## config.mk

```make
export PLATFORM = sky130hd
export DESIGN_NAME = mem_rmw_adapter_flat
export DESIGN_NICKNAME = d
export VERILOG_FILES = /design/src/rtl/mem_rmw_adapter_if.sv /design/src/rtl/mem_rmw_adapter.sv /design/src/flat_wrapper.sv
export SDC_FILE = /design/constraint.sdc
export NUM_CORES = 1
export LEC_CHECK = 0
export BUFFER_PORTS_ARGS = -buffer_cell sky130_fd_sc_hd__buf_2
export CAP_MARGIN = 25
export CORE_AREA = 2 2 82 115
export DETAILED_ROUTE_END_ITERATION = 16
export DIE_AREA = 0 0 84 117
export GPL_TIMING_DRIVEN = 0
export PLACE_DENSITY_LB_ADDON = 0.2
export SKIP_LAST_GASP = 1
export SLEW_MARGIN = 20
export SYNTH_ARGS = -nofsm -noshare
export SYNTH_HDL_FRONTEND = slang
export SYNTH_SLANG_ARGS = --single-unit
```

## constraint.sdc

```tcl
create_clock -name clk -period 1.97 [get_ports clk]
set_input_delay 0.394 -clock clk [delete_from_list [all_inputs] [get_ports clk]]
set_output_delay 0.394 -clock clk [all_outputs]
set_load 0.03 [all_outputs]
```

## src/rtl/mem_rmw_adapter_if.sv

```systemverilog
// Core load/store channel plus the whole-word memory_map port seen by mem_rmw_adapter.
// slave = adapter view; master = core + memory view.
interface mem_rmw_adapter_if;
  logic        req_valid;
  logic        req_ready;
  logic [31:0] req_addr;
  logic [31:0] req_wdata;
  logic [3:0]  req_wstrb;
  logic        resp_valid;
  logic [31:0] resp_rdata;
  logic [31:0] mem_address;
  logic [31:0] mem_write_data;
  logic [3:0]  mem_write_enable;
  logic [31:0] mem_read_data;

  modport slave (
    input  req_valid, req_addr, req_wdata, req_wstrb, mem_read_data,
    output req_ready, resp_valid, resp_rdata, mem_address, mem_write_data, mem_write_enable
  );

  modport master (
    output req_valid, req_addr, req_wdata, req_wstrb, mem_read_data,
    input  req_ready, resp_valid, resp_rdata, mem_address, mem_write_data, mem_write_enable
  );
endinterface

```

## src/rtl/mem_rmw_adapter.sv

```systemverilog
// Load/store adapter: sub-word stores become read-modify-write, so memory only sees whole-word writes.
// Latency: load/partial store READ_LATENCY+1, full store 1; req_ready low while busy, resp has no backpressure.
module mem_rmw_adapter #(
  parameter int READ_LATENCY = 1,
  parameter int RMW_ENABLE   = 1
) (
  input  logic             clk,
  input  logic             reset_n,
  mem_rmw_adapter_if.slave bus
);
  typedef enum logic [1:0] {IDLE, RD_WAIT, RD_DONE, WR} state_t;

  localparam logic [1:0] LAT_INIT = 2'(READ_LATENCY - 1);

  state_t      state;
  logic [31:2] addr_q;
  logic [31:0] wdata_q;
  logic [3:0]  wstrb_q;
  logic [1:0]  lat_cnt;
  logic        ready_q;
  logic        resp_q;
  logic [3:0]  wen_q;
  logic        go_write;
  logic        is_store;
  logic [31:0] merged;

  // Full words always skip the read; with RMW off every store does.
  assign go_write = (bus.req_wstrb == 4'hF) ||
                    ((RMW_ENABLE == 0) && (bus.req_wstrb != 4'h0));
  assign is_store = (wstrb_q != 4'h0);

  always_ff @(posedge clk or negedge reset_n) begin
    if (!reset_n) begin
      state   <= IDLE;
      addr_q  <= '0;
      wdata_q <= '0;
      wstrb_q <= '0;
      lat_cnt <= '0;
      ready_q <= 1'b1;
      resp_q  <= 1'b0;
      wen_q   <= 4'h0;
    end else begin
      case (state)
        IDLE: begin
          if (bus.req_valid) begin
            addr_q  <= bus.req_addr[31:2];
            wdata_q <= bus.req_wdata;
            wstrb_q <= bus.req_wstrb;
            ready_q <= 1'b0;
            if (go_write) begin
              state  <= WR;
              resp_q <= 1'b1;
              wen_q  <= (RMW_ENABLE != 0) ? 4'hF : bus.req_wstrb;
            end else begin
              state   <= RD_WAIT;
              lat_cnt <= LAT_INIT;
            end
          end
        end
        RD_WAIT: begin
          if (lat_cnt == 2'd0) begin
            state  <= RD_DONE;
            resp_q <= 1'b1;
            wen_q  <= is_store ? 4'hF : 4'h0;
          end else begin
            lat_cnt <= lat_cnt - 2'd1;
          end
        end
        RD_DONE, WR: begin
          state   <= IDLE;
          resp_q  <= 1'b0;
          wen_q   <= 4'h0;
          ready_q <= 1'b1;
        end
        default: state <= IDLE;
      endcase
    end
  end

  // Read data is only valid during RD_DONE, so the merge stays combinational.
  always_comb begin
    merged = '0;
    for (int i = 0; i < 4; i++) begin
      merged[8*i +: 8] = wstrb_q[i] ? wdata_q[8*i +: 8] : bus.mem_read_data[8*i +: 8];
    end
  end

  assign bus.req_ready        = ready_q;
  assign bus.resp_valid       = resp_q;
  assign bus.mem_write_enable = wen_q;
  assign bus.mem_address      = {addr_q, 2'b00};
  assign bus.mem_write_data   = (state == WR) ? wdata_q :
                                ((state == RD_DONE) && is_store) ? merged : 32'h0;
  assign bus.resp_rdata       = ((state == RD_DONE) && !is_store) ? bus.mem_read_data : 32'h0;
endmodule

```

## src/flat_wrapper.sv

```systemverilog
// flat-port wrapper written by rule: the top's interface ports become plain ports
module mem_rmw_adapter_flat 
#(
  parameter int READ_LATENCY = 1,
  parameter int RMW_ENABLE   = 1
)
  (clk, reset_n, bus_req_valid, bus_req_addr, bus_req_wdata, bus_req_wstrb, bus_mem_read_data, bus_req_ready, bus_resp_valid, bus_resp_rdata, bus_mem_address, bus_mem_write_data, bus_mem_write_enable);
  mem_rmw_adapter_if bus_i ();
  input  logic clk;
  input  logic reset_n;
  input wire logic [$bits(bus_i.req_valid)-1:0] bus_req_valid;
  input wire logic [$bits(bus_i.req_addr)-1:0] bus_req_addr;
  input wire logic [$bits(bus_i.req_wdata)-1:0] bus_req_wdata;
  input wire logic [$bits(bus_i.req_wstrb)-1:0] bus_req_wstrb;
  input wire logic [$bits(bus_i.mem_read_data)-1:0] bus_mem_read_data;
  output wire logic [$bits(bus_i.req_ready)-1:0] bus_req_ready;
  output wire logic [$bits(bus_i.resp_valid)-1:0] bus_resp_valid;
  output wire logic [$bits(bus_i.resp_rdata)-1:0] bus_resp_rdata;
  output wire logic [$bits(bus_i.mem_address)-1:0] bus_mem_address;
  output wire logic [$bits(bus_i.mem_write_data)-1:0] bus_mem_write_data;
  output wire logic [$bits(bus_i.mem_write_enable)-1:0] bus_mem_write_enable;
  assign bus_i.req_valid = bus_req_valid;
  assign bus_i.req_addr = bus_req_addr;
  assign bus_i.req_wdata = bus_req_wdata;
  assign bus_i.req_wstrb = bus_req_wstrb;
  assign bus_i.mem_read_data = bus_mem_read_data;
  assign bus_req_ready = bus_i.req_ready;
  assign bus_resp_valid = bus_i.resp_valid;
  assign bus_resp_rdata = bus_i.resp_rdata;
  assign bus_mem_address = bus_i.mem_address;
  assign bus_mem_write_data = bus_i.mem_write_data;
  assign bus_mem_write_enable = bus_i.mem_write_enable;
  mem_rmw_adapter #(.READ_LATENCY(READ_LATENCY), .RMW_ENABLE(RMW_ENABLE)) u_core (.clk(clk), .reset_n(reset_n), .bus(bus_i));
endmodule
```

==> impl_metrics.tcl <==
set metrics [dict create \
    outcome "finished, violations left" \
    violations "negative hold slack, negative setup slack" \
    multi_input_area_um2 1637 \
    skew_ns 0.006184 \
    initial_utilization 0.3962 \
    power.total_mw 9.517 \
    power_leakage_nw 2.721 \
    r2r_slack_ns 0.16 \
    fp.dieArea_um2 9828 \
    synth_most_common_cell "dfrtp_1" \
    synth_top_area_share 0.5125 \
    synth-edff-count 0 \
    core_um2 8875 \
    seqCellArea_um2 1833 \
    syn-cell-area_um2 3516 \
    grt_pass1_wl_um 15240 \
    tns_ns -16.65 \
    worst_r2r_path_depth 5 \
    grt_max_degree 42 \
    synth_commonest_cells "dfrtp_1, mux2_2, a22o_1, and2_2, nor2_1" \
    io_buffers 200 \
    cp-start-kind "flop" \
    grt_use_total 0.1999 \
    cts_tree "done" \
    insertion_delay_ns 0.33 \
    holdWs_ns -0.0001453 \
    cp.arrival_ns 1.95 \
    ir_worst_vdd_mv 0.9760 \
    clockBufferDepth 2 \
    io_pins 205 \
    fin_crit_ns 2.343 \
    root_buffer "clkbuf_16" \
    ys_seq_area_frac 0.5199 \
    grt_setup_unrepaired "yes" \
    synth_cell_types 28 \
    numClockSinks 73 \
    die_y_um 117 \
    crit_type "flop to output port" \
    drt-total-wl_um 9835 \
    die_w_um 84 \
    maxCapViolCount 0 \
    nFillCells 715 \
    final_area_um2 5662 \
    gr-total-overflow 0 \
    num_vias 3024 \
    grt_pass1_vias 3139 \
    dp.cells 576 \
    yosys.area.top_type "dfrtp_1" \
    power_density_nw_per_um2 1681 \
    yosys_warnings 0 \
    numCtsBuffers 9 \
    r2r-start "u_core.state[0]$_DFFE_PN0P_" \
    max_freq_ghz 0.4269 \
    rows 41 \
    synthCells 267 \
    place_congestion 0.7577 \
    instances_no_fill 605 \
    period_share 1.189 \
    postLayoutCoreUtil 0.6380 \
    hpwlAfterDp_um 7028 \
    ant_nets 0 \
    dp_slack_ns -0.1922 \
    drc_errors 0 \
    viasPerCell 4.998 \
    crit_fanout 7 \
    nets 597 \
    ys.flop_type "dfrtp_1" \
    synthToLayoutAreaGrowth_pct 61.03 \
    slew_viol_final 0 \
    ys_ff_latch 73 \
    cp-startpoint "u_core.wstrb_q[1]$_DFFE_PN0P_" \
    antenna_found_initial 0 \
    drive_above_1_share 0.7289 \
    required_ns 1.58 \
    syn_area_per_cell_um2 13.17 \
    first_iter_violations 119 \
    synthArstFlopShare 1.000 \
    setup_ws_ns -0.3726 \
    antennaDiodeCount 0 \
    h-tree-depth 3 \
    crit_path_end_kind "output port" \
    min_path_type "input port to async pin" \
    hold_viol 1 \
    drtPass1Iterations 4 \
    setup_violations 64 \
    r2r-end "u_core.wstrb_q[0]$_DFFE_PN0P_" \
    clkTransAtPathRegs_ns 0.06 \
    ys_top_cells_by_area "dfrtp_1, mux2_2, a22o_1" \
    place_area_um2 4677 \
    wl_per_cell_um 16.26 \
]
[placed cells by master, fill, tap and decap left out, types with 7 or more instances in the layout]
| cell type | netlist | layout |
|---|---|---|
| clkbuf_16 | 0 | 9 |
| a22o_1 | 32 | 32 |
| nor2_1 | 12 | 7 |
| buf_6 | 4 | 70 |
| buf_4 | 8 | 16 |
| and2_4 | 0 | 23 |
| dfrtp_1 | 72 | 68 |
| buf_2 | 5 | 139 |
| and2_2 | 22 | 8 |
| mux2_2 | 66 | 66 |
[cell type report]
cell class | count | share of cell area
sequential | 73 | 0.3238
multi-input combinational | 174 | 0.2891
timing repair buffer | 214 | 0.2780
clock buffer | 13 | 0.04597
buffer | 17 | 0.02475
tap | 107 | 0.02365
clock inverter | 3 | 0.01149
inverter | 4 | 0.003315
[flip-flops by register name (all words and copies together), names as in the netlist]
register and count:
u_core.state 2, u_core.lat_cnt 2, u_core.bus.resp_valid 1, u_core.bus.mem_write_enable 1, u_core.wstrb_q 4, u_core.addr_q 30, u_core.bus.req_ready 1, u_core.wdata_q 32
[per-layer routing]
layer,track usage,part of all wire,vias up
met5,0,0,-
met4,0.1108,0.024,0
met3,0.04488,0.075,22
met2,0.3584,0.52,146
met1,0.2209,0.38,1441
li1,-,-,1415
[critical path: stages, from the launching register on]
cell,delay (ns)
dfrtp_2,0.40
or4_4,0.55
nor2_4,0.14
buf_12,0.14
buf_6,0.12
and2_4,0.14
buf_6,0.12
[timing repair]
action	in CTS	in global routing
endpoints found under the hold margin	0	0
resized for setup	140	49
hold buffers	0	0
pin swaps	20	22
setup buffers	11	0
gates cloned	3	0
endpoints found under the setup margin	64	93
[power breakdown]
group          internal (mW)  leakage, nW  switching, mW
combinational           2.24         1.71           2.80
sequential              2.29        0.855          0.438
clock                   1.18        0.160          0.582
total                   5.70         2.72           3.82
[how the worst max path moves through the flow]
stage,endpoint,cells after the start
finish,bus_resp_rdata[19],6
global route,bus_resp_rdata[19],6
CTS,bus_resp_rdata[29],6
detailed placement,bus_mem_write_data[29],5
global placement,bus_resp_rdata[29],5
floorplan,bus_resp_rdata[11],4
[cells by family (layout without fill, tap and decap cells)]
| family | Yosys count | count (layout) | share of synthesized area |
|---|---|---|---|
| compound gates | 43 | 43 | 0.1004 |
| fa+ha+maj | 1 | 1 | 0.003558 |
| simple gates | 62 | 62 | 0.1224 |
| mux | 66 | 66 | 0.2114 |
| flops | 73 | 73 | 0.5199 |
| other cells | 1 | 2 | 0.001067 |
| buf+inv | 21 | 251 | 0.04128 |
(Power assumes the default switching activity.)
